## config.mk

```make
export PLATFORM = sky130hd
export DESIGN_NAME = alu_op_arbiter
export DESIGN_NICKNAME = d
export VERILOG_FILES = /design/src/rtl/alu_pkg.sv /design/src/rtl/alu_op_unit.sv /design/src/rtl/alu_op_arbiter.sv
export SDC_FILE = /design/constraint.sdc
export NUM_CORES = 1
export LEC_CHECK = 0
export ABC_AREA = 1
export BUFFER_PORTS_ARGS = -buffer_cell sky130_fd_sc_hd__buf_2
export CAP_MARGIN = 10
export CORE_MARGIN = 10
export CORE_UTILIZATION = 35
export DETAILED_ROUTE_END_ITERATION = 6
export PLACE_DENSITY = 0.6
export SYNTH_ARGS = -nofsm -noshare
export SYNTH_HDL_FRONTEND = slang
export SYNTH_SLANG_ARGS = --single-unit
export TNS_END_PERCENT = 10
```

## constraint.sdc

```tcl
create_clock -name i_clk -period 2.2 [get_ports i_clk]
set_input_delay 0.44 -clock i_clk [delete_from_list [all_inputs] [get_ports i_clk]]
set_output_delay 0.44 -clock i_clk [all_outputs]
set_load 0.1 [all_outputs]
```

## src/rtl/alu_pkg.sv

```systemverilog
// Shared types and constants for the ALU operation arbiter and its operation unit.
package alu_pkg;

  typedef enum logic [1:0] {
    OP_RSHN = 2'b00,
    OP_LSH  = 2'b01,
    OP_AND  = 2'b10,
    OP_XOR  = 2'b11
  } op_e;

  typedef enum logic [1:0] {
    S_IDLE = 2'b00,
    S_EXEC = 2'b01,
    S_RESP = 2'b10
  } state_e;

  localparam logic [3:0] ST_OK   = 4'b0000;
  localparam logic [3:0] ST_ERR  = 4'b1000;
  localparam logic [3:0] ST_ZERO = 4'b0001;

  // Status for a non-error result: only the zero flag can be set.
  function automatic logic [3:0] ok_status(input logic is_zero);
    return is_zero ? ST_ZERO : ST_OK;
  endfunction

endpackage

```

## src/rtl/alu_op_unit.sv

```systemverilog
// Combinational operation unit: computes result and status for one operation,
// including argument checking. Errors force a zero result.
module alu_op_unit
  import alu_pkg::*;
#(
  parameter int unsigned M = 8,
  parameter int unsigned K = 8
) (
  input  op_e          op_i,
  input  logic [M-1:0] a_i,
  input  logic [M-1:0] b_i,
  output logic [K-1:0] result_o,
  output logic [3:0]   status_o
);

  localparam logic [M:0] OperandWidth = (M+1)'(M);

  logic [M-1:0] res;
  logic         err;

  always_comb begin
    res = '0;
    err = 1'b0;
    unique case (op_i)
      OP_RSHN: begin
        // Shift amount is the complement of B; a clear MSB means an invalid request.
        err = ~b_i[M-1];
        res = err ? '0 : (a_i >> (~b_i));
      end
      OP_LSH: begin
        err = ({1'b0, b_i} >= OperandWidth);
        res = err ? '0 : (a_i << b_i);
      end
      OP_AND: res = a_i & b_i;
      OP_XOR: res = a_i ^ b_i;
    endcase
  end

  always_comb begin
    result_o = K'(res);
    status_o = err ? ST_ERR : ok_status(res == '0);
  end

endmodule

```

## src/rtl/alu_op_arbiter.sv

```systemverilog
// Round-robin front-end sharing one alu_op_unit between two requesters:
// accept in IDLE, compute in EXEC, hold the registered result in RESP.
module alu_op_arbiter
  import alu_pkg::*;
#(
  parameter int unsigned M = 8,
  parameter int unsigned K = 8
) (
  input  logic                i_clk,
  input  logic                i_rst_n,
  input  logic [1:0]          i_req_valid,
  output logic [1:0]          o_req_ready,
  input  logic [1:0][1:0]     i_op,
  input  logic [1:0][M-1:0]   i_arg_A,
  input  logic [1:0][M-1:0]   i_arg_B,
  output logic                o_valid,
  input  logic                i_resp_ready,
  output logic                o_id,
  output logic [K-1:0]        o_result,
  output logic [3:0]          o_status
);

  state_e       state_q;
  logic         ptr_q;
  op_e          op_q;
  logic [M-1:0] a_q;
  logic [M-1:0] b_q;
  logic         id_q;

  logic [1:0]   grant;
  logic         grant_id;
  logic [K-1:0] unit_result;
  logic [3:0]   unit_status;

  // Pointer requester wins when valid; otherwise the other one may take the slot.
  always_comb begin
    grant    = 2'b00;
    grant_id = 1'b0;
    if (state_q == S_IDLE) begin
      if (i_req_valid[ptr_q]) begin
        grant_id = ptr_q;
        grant    = ptr_q ? 2'b10 : 2'b01;
      end else if (i_req_valid[~ptr_q]) begin
        grant_id = ~ptr_q;
        grant    = ptr_q ? 2'b01 : 2'b10;
      end
    end
  end

  // Held low during reset so a request can never appear accepted while in reset.
  assign o_req_ready = grant & {2{i_rst_n}};

  alu_op_unit #(
    .M(M),
    .K(K)
  ) u_op_unit (
    .op_i    (op_q),
    .a_i     (a_q),
    .b_i     (b_q),
    .result_o(unit_result),
    .status_o(unit_status)
  );

  always_ff @(posedge i_clk or negedge i_rst_n) begin
    if (!i_rst_n) begin
      state_q  <= S_IDLE;
      ptr_q    <= 1'b0;
      op_q     <= OP_RSHN;
      a_q      <= '0;
      b_q      <= '0;
      id_q     <= 1'b0;
      o_valid  <= 1'b0;
      o_id     <= 1'b0;
      o_result <= '0;
      o_status <= '0;
    end else begin
      unique case (state_q)
        S_IDLE: begin
          if (|grant) begin
            op_q    <= op_e'(i_op[grant_id]);
            a_q     <= i_arg_A[grant_id];
            b_q     <= i_arg_B[grant_id];
            id_q    <= grant_id;
            ptr_q   <= ~grant_id;
            state_q <= S_EXEC;
          end
        end
        S_EXEC: begin
          o_result <= unit_result;
          o_status <= unit_status;
          o_id     <= id_q;
          o_valid  <= 1'b1;
          state_q  <= S_RESP;
        end
        S_RESP: begin
          if (i_resp_ready) begin
            o_valid <= 1'b0;
            state_q <= S_IDLE;
          end
        end
        default: state_q <= S_IDLE;
      endcase
    end
  end

endmodule
```

==> metrics.md, run 1 <==
| Metric | Value |
|---|---|
| Status | complete, no violations |
| Share of layout cells above drive strength 1 | 19.7% |
| Mapped Cells | 345 |
| Final WL | 6550 µm |
| Gate power share | 58.9% |
| Number of diodes | 0 |
| Core area | 6460 µm² |
| Worst IR drop on VDD | 0.000835 V |
| Syn. warnings | 0 |
| # IOs | 57 |
| Number of port buffers | 54 |
| Largest net degree at the start of global routing | 35 |
| Avg Vias per Cell | 4.89 |
| Post-route setup TNS | 0 ns |
| Num CTS Buffers | 5 |
| Synthesis-stage register bit count | 34 |
| Min Hold Slack | 0.248 ns |
| Placed inst area | 2700 µm² |
| Die height | 102 µm |
| Slew margin rel. | 59.8% |
| Distinct cells, synth | 29 |
| Sequential power share | 30.1% |
| Final hold violations | 0 |
| Register area share after synthesis | 35.8% |
| Clock buffer depth | 2 |
| CTS tree | built |
| Non-Filler Instances | 472 |
| Initial antenna violation count | 0 |
| RD Place Congestion | 0.941 |
| DRT iter0 DRCs | 83 |
| Setup repair after global routing missed its margin | no |
| Post-Synthesis Cell Area | 2370 µm² |
| Clock latency on the worst-skew pair | 0.29 ns |
| Net Sw Power | 2410 µW |
| DIE AREA | 10500 µm² |
| CP max FO | 10 |
| Post-synth ARST share | 100% |
| ANT nets after route | 0 |
| Worst hold path class | in -> async |
| Slew @ Worst Pin | 0.603 ns |
| Hold-fix buffers at CTS | 0 |
| First-pass GRT wire length | 11200 µm |
| Final period utilization | 91.8% |
| Setup crit start kind | flip-flop |
| Worst setup path class | reg -> out |
| Syn Area/Cell | 6.88 µm² |
| Htree depth | 2 |
| Power per Cell Area | 1520 nW/µm² |
| Row count | 29 |
| Vias in the first global route | 2297 |
| Post-CTS setup repair buffer count | 0 |
| Total global routing overflow | 0 |
| Starting density of the core | 36.7% |
| Clock Power Share | 11.0% |
| Clock period minus worst slack | 2.02 ns |
| Fin area | 2780 µm² |
| Via count | 2310 |
| F_max | 495 MHz |
| Fin nets | 445 |
| Endpoints failing setup | 0 |
| # clock sinks | 34 |
| Max Cap Viol | 0 |
| CTS root buffer | clkbuf_8 |
| Reg clk slew, reported paths | 0.07 ns |
| Most used DFF post-synth | dfrtp_1 |
| Routed len/inst | 13.9 µm |
| Die width | 102 µm |
| Placed Cells | 466 |
| Internal | 1820 µW |
| Post-CTS sizing | 0 |
| Worst Setup End Kind | primary output |
| Residual DRC | 0 |
| Slew Limit Fails | 0 |
| Post-DP HPWL | 5310 µm |
| WP data arrival | 1.58 ns |
| 1st-pass router iterations | 4 |
| EDFF count, synth | 0 |
| Synth-to-Final Area Change | 17.2% |
| Clock skew | 0.00863 ns |
| Worst path required time | 1.76 ns |
| Total global-route track usage | 13.2% |
| Switch share | 57.0% |
| Leak | 0.00145 µW |
stage by stage:
| step | utilization, % | power, µW | worst slack [ns] |
|---|---|---|---|
| 3_5_place_dp | 41.8 | 3790 | 0.383 |
| 5_1_grt | 43.1 | 4610 | 0.0781 |
| 3_3_place_gp | 41.8 | 3770 | 0.407 |
| 2_1_floorplan | - | 3240 | -0.111 |
| 4_1_cts | 43.1 | 4260 | 0.149 |
| 6_report | 43.1 | 4220 | 0.179 |
worst max-delay path: stages, from the launching register on:
cell and delay (ns):
dfrtp_1 0.47, nor4_4 0.36, inv_4 0.11, nor2_2 0.15
buf_12 0.19
final timing paths:
path | start | endpoint | slack, ns | depth (start not counted)
worst max-delay path | state_q[1] | o_req_ready[1] | 0.18 | 4
worst min-delay path | i_rst_n | b_q[2] | 0.25 | 2
worst max register to register | b_q[0] | o_status[0] | 0.37 | 12
worst min register to register | o_result[7] | o_result[7] | 0.48 | 2
max in group asynchronous | i_rst_n | o_result[5] | 1.62 | 2
min in group i_clk | i_resp_ready | state_q[1] | 0.35 | 2
cells in the mapped netlist, types with 2 or more instances:
master,n,area [µm²]
nand2_1,119,447
nand3_1,59,295
dfrtp_1,34,851
inv_1,30,113
nor2_1,26,97.6
o21ai_0,13,65.1
o211ai_1,12,90.1
ha_1,8,100
buf_4,5,37.5
a21oi_1,4,20.0
buf_6,4,45.0
buf_2,3,15.0
clkbuf_1,3,11.3
nand4_1,3,18.8
nor2_4,3,33.8
nor3_1,3,15.0
inv_2,2,7.51
inv_4,2,12.5
o21ai_1,2,10.0
routing by layer:
metal / vias to the layer above / part of all wire (%) / global-route usage (%)
li1: 1219 / - / -
met1: 1025 / 50 / 17.8
met2: 58 / 45 / 20.6
met3: 8 / 4.6 / 3.44
met4: 0 / 1.2 / 2.82
met5: - / 0 / 0
power by group through the flow:
stage          Sequential (µW)  Combinational [µW]  Clock (µW)
2_1_floorplan             1730                1520           0
3_3_place_gp              1280                2490           0
3_5_place_dp              1290                2510           0
4_1_cts                   1280                2510         476
5_1_grt                   1330                2780         498
6_report                  1270                2490         465
sequential cells by signal, indices dropped and copies added, names as in the netlist:
| signal | cells |
|---|---|
| o_status | 2 |
| o_id | 1 |
| id_q | 1 |
| state_q | 2 |
| op_q | 2 |
| o_result | 8 |
| o_valid | 1 |
| a_q | 8 |
| b_q | 8 |
| ptr_q | 1 |
logic make-up (layout without fill, tap and decap cells):
kind of cell,Yosys count,count (layout),share of synthesized area (%)
compound gates,35,35,9.07
buf+inv,49,98,10.2
simple gates,218,218,40.5
fa+ha+maj,8,8,4.22
flops,34,34,35.8
other cells,1,2,0.158
layout make-up:
cell class                 count  area (µm²)
multi-input combinational    263        1290
inverter                      34         133
clock buffer                   6        82.6
fill                         690        3680
sequential                    34         851
tap                           77        96.3
timing repair buffer          58         330
layout by cell type, fill, tap and decap left out, drive strengths merged:
| master | n |
|---|---|
| conb | 2 |
| nand4 | 3 |
| a31oi | 1 |
| nor4 | 1 |
| nor3 | 3 |
| o211ai | 12 |
| nand2 | 120 |
| and2 | 1 |
| dfrtp | 34 |
| ha | 8 |
| nor2 | 30 |
| o21a | 1 |
| buf | 58 |
| clkbuf | 6 |
| a21oi | 4 |
| inv | 34 |
| nand3 | 60 |
| o21ai | 16 |
| o21bai | 1 |
Note: power is estimated with default switching activity, not from simulation.
==> inputs of run 2 (changes only) <==
- GPL_ROUTABILITY_DRIVEN: default -> 0
- PLACE_DENSITY: 0.6 -> 0.53
- SLEW_MARGIN: default -> 20
==> metrics.md, run 2 (synthesis results as in run 1) <==
| Metric | Value |
|---|---|
| Clock skew | 0.0109 ns |
| Routed len/inst | 14.5 µm |
| Biggest regs | a_q x8, b_q x8, o_result x8 |
| Most common cell after layout, fill and taps aside | nand2_1 |
| Setup crit start kind | flip-flop |
| Setup ws final | 0.161 ns |
| Total power | 4500 µW |
| Final hold violations | 0 |
| CTS root buffer | clkbuf_8 |
| Number of diodes | 0 |
| Setup repair after global routing missed its margin | no |
| Num CTS Buffers | 5 |
| Clock period minus worst slack | 2.04 ns |
| # clock sinks | 34 |
| Area occupied by multi-input gates | 1290 µm² |
| Final WL | 6880 µm |
| Total global routing overflow | 0 |
| Placed inst area | 2710 µm² |
| Avg Vias per Cell | 5.01 |
| Worst hold path class | in -> async |
| Endpoints failing setup | 0 |
| Register Area | 851 µm² |
| Initial antenna violation count | 0 |
| Slew margin rel. | 63.0% |
| Pre-CTS setup slack | 0.406 ns |
| Status | complete, no violations |
| # IOs | 57 |
| Post-DP HPWL | 5410 µm |
| Crit-path cells | nor4_4 -> inv_4 -> nor2_2 -> buf_12 |
| CP max stage delay | 0.48 ns |
| DRT iter0 DRCs | 130 |
| Core area | 6460 µm² |
| Total global-route track usage | 13.7% |
| Residual DRC | 0 |
| Slew @ Worst Pin | 0.549 ns |
| 1st-pass router iterations | 5 |
| Post-CTS setup repair buffer count | 0 |
| Worst IR drop on VDD | 0.000546 V |
| DIE AREA | 10500 µm² |
| Reg clk slew, reported paths | 0.08 ns |
| Die height | 102 µm |
| Power per Cell Area | 1580 nW/µm² |
| Post-CTS sizing | 0 |
| Final period utilization | 92.7% |
| CP delay by family, top | simple AND/OR/NAND/NOR gates |
| Clock latency on the worst-skew pair | 0.30 ns |
| CP max FO | 10 |
| Vias in the first global route | 2359 |
| Number of port buffers | 54 |
| Fillcell total | 671 |
| First-pass GRT wire length | 11500 µm |
| Leak | 0.00148 µW |
| Max Cap Viol | 0 |
| Largest net degree at the start of global routing | 35 |
| Synth-to-Final Area Change | 19.9% |
| Hold-fix buffers at CTS | 0 |
| Commonest cells after routing, fill and taps aside | nand2_1 (119), nand3_1 (59), buf_2 (52) |
| ANT nets after route | 0 |
| Critical Path Slowest Stage Cell | dfrtp_1 |
| Share of layout cells above drive strength 1 | 20.4% |
| Row count | 29 |
| Clock buffer depth | 2 |
| F_max | 490 MHz |
| Fin area | 2850 µm² |
| Worst path required time | 1.76 ns |
| Worst setup path class | reg -> out |
| Die width | 102 µm |
| WP data arrival | 1.60 ns |
| Worst Setup End Kind | primary output |
| Via count | 2379 |
| CTS tree | built |
| Fin nets | 446 |
| Htree depth | 2 |
| Slew Limit Fails | 0 |
| CP Buf/Inv Count | 2 |
| Starting density of the core | 36.7% |
==> run 2: cell count changes in the layout (fill, tap and decap cells not counted) <==
cell,previous run,this run
bufinv_16,0,2
buf_4,4,5
clkinv_4,0,1
clkbuf_8,6,5
==> run 2: area by class of cell <==
| type | instances | area share, % |
|---|---|---|
| clock buffers | 5 | 2.42 |
| flip-flops and latches | 34 | 29.9 |
| repair buffers | 59 | 11.9 |
| clock inverters | 3 | 2.42 |
| well taps | 77 | 3.39 |
| inverters | 34 | 4.66 |
| multi-input cells | 263 | 45.3 |
==> run 2: worst register-to-register path: stages (launching register included) <==
cell     delay [ns]
dfrtp_1        0.55
o21ai_0        0.54
nand3_1        0.16
nand3_1        0.12
nand2_1        0.08
nand2_1        0.07
nor2_1         0.04
nand2_1        0.07
nor2_1         0.04
nand2_1        0.05
nand2_1        0.04
==> run 2: where the power goes <==
group | total (µW) | internal, µW | switching, µW
Sequential | 1270 | 914 | 358
Combinational | 2520 | 668 | 1850
Clock | 718 | 454 | 263
==> run 2: path summary, 6_finish.rpt <==
check	startpoint	to	slack [ns]	cells after the start
worst max-delay path	state_q[1]	o_req_ready[1]	0.16	4
worst min-delay path	i_rst_n	b_q[1]	0.25	2
worst max register to register	b_q[0]	o_status[0]	0.32	10
worst min register to register	o_status[0]	o_status[0]	0.48	2
max in group asynchronous	i_rst_n	state_q[0]	1.62	2
min in group i_clk	i_resp_ready	state_q[1]	0.34	2
==> run 2: stage by stage <==
stage                     utilization, %  cells  setup TNS [ns]  hold WS, ns
after floorplan                        -    346          -0.111        0.144
after global placement              41.9    467               0        0.463
after detailed placement            41.9    467               0        0.465
after CTS                           44.1    475               0        0.284
after global routing                44.1    475               0        0.295
final                               44.1    475               0        0.245
==> run 2: layer usage <==
metal  wire length [µm]  vias up  GRT usage, %
met3                449        5          3.51
met1               3280     1081          18.4
li1                   -     1222             -
met4                 72        0          3.69
met5                  0        -             0
met2               3080       71          21.2
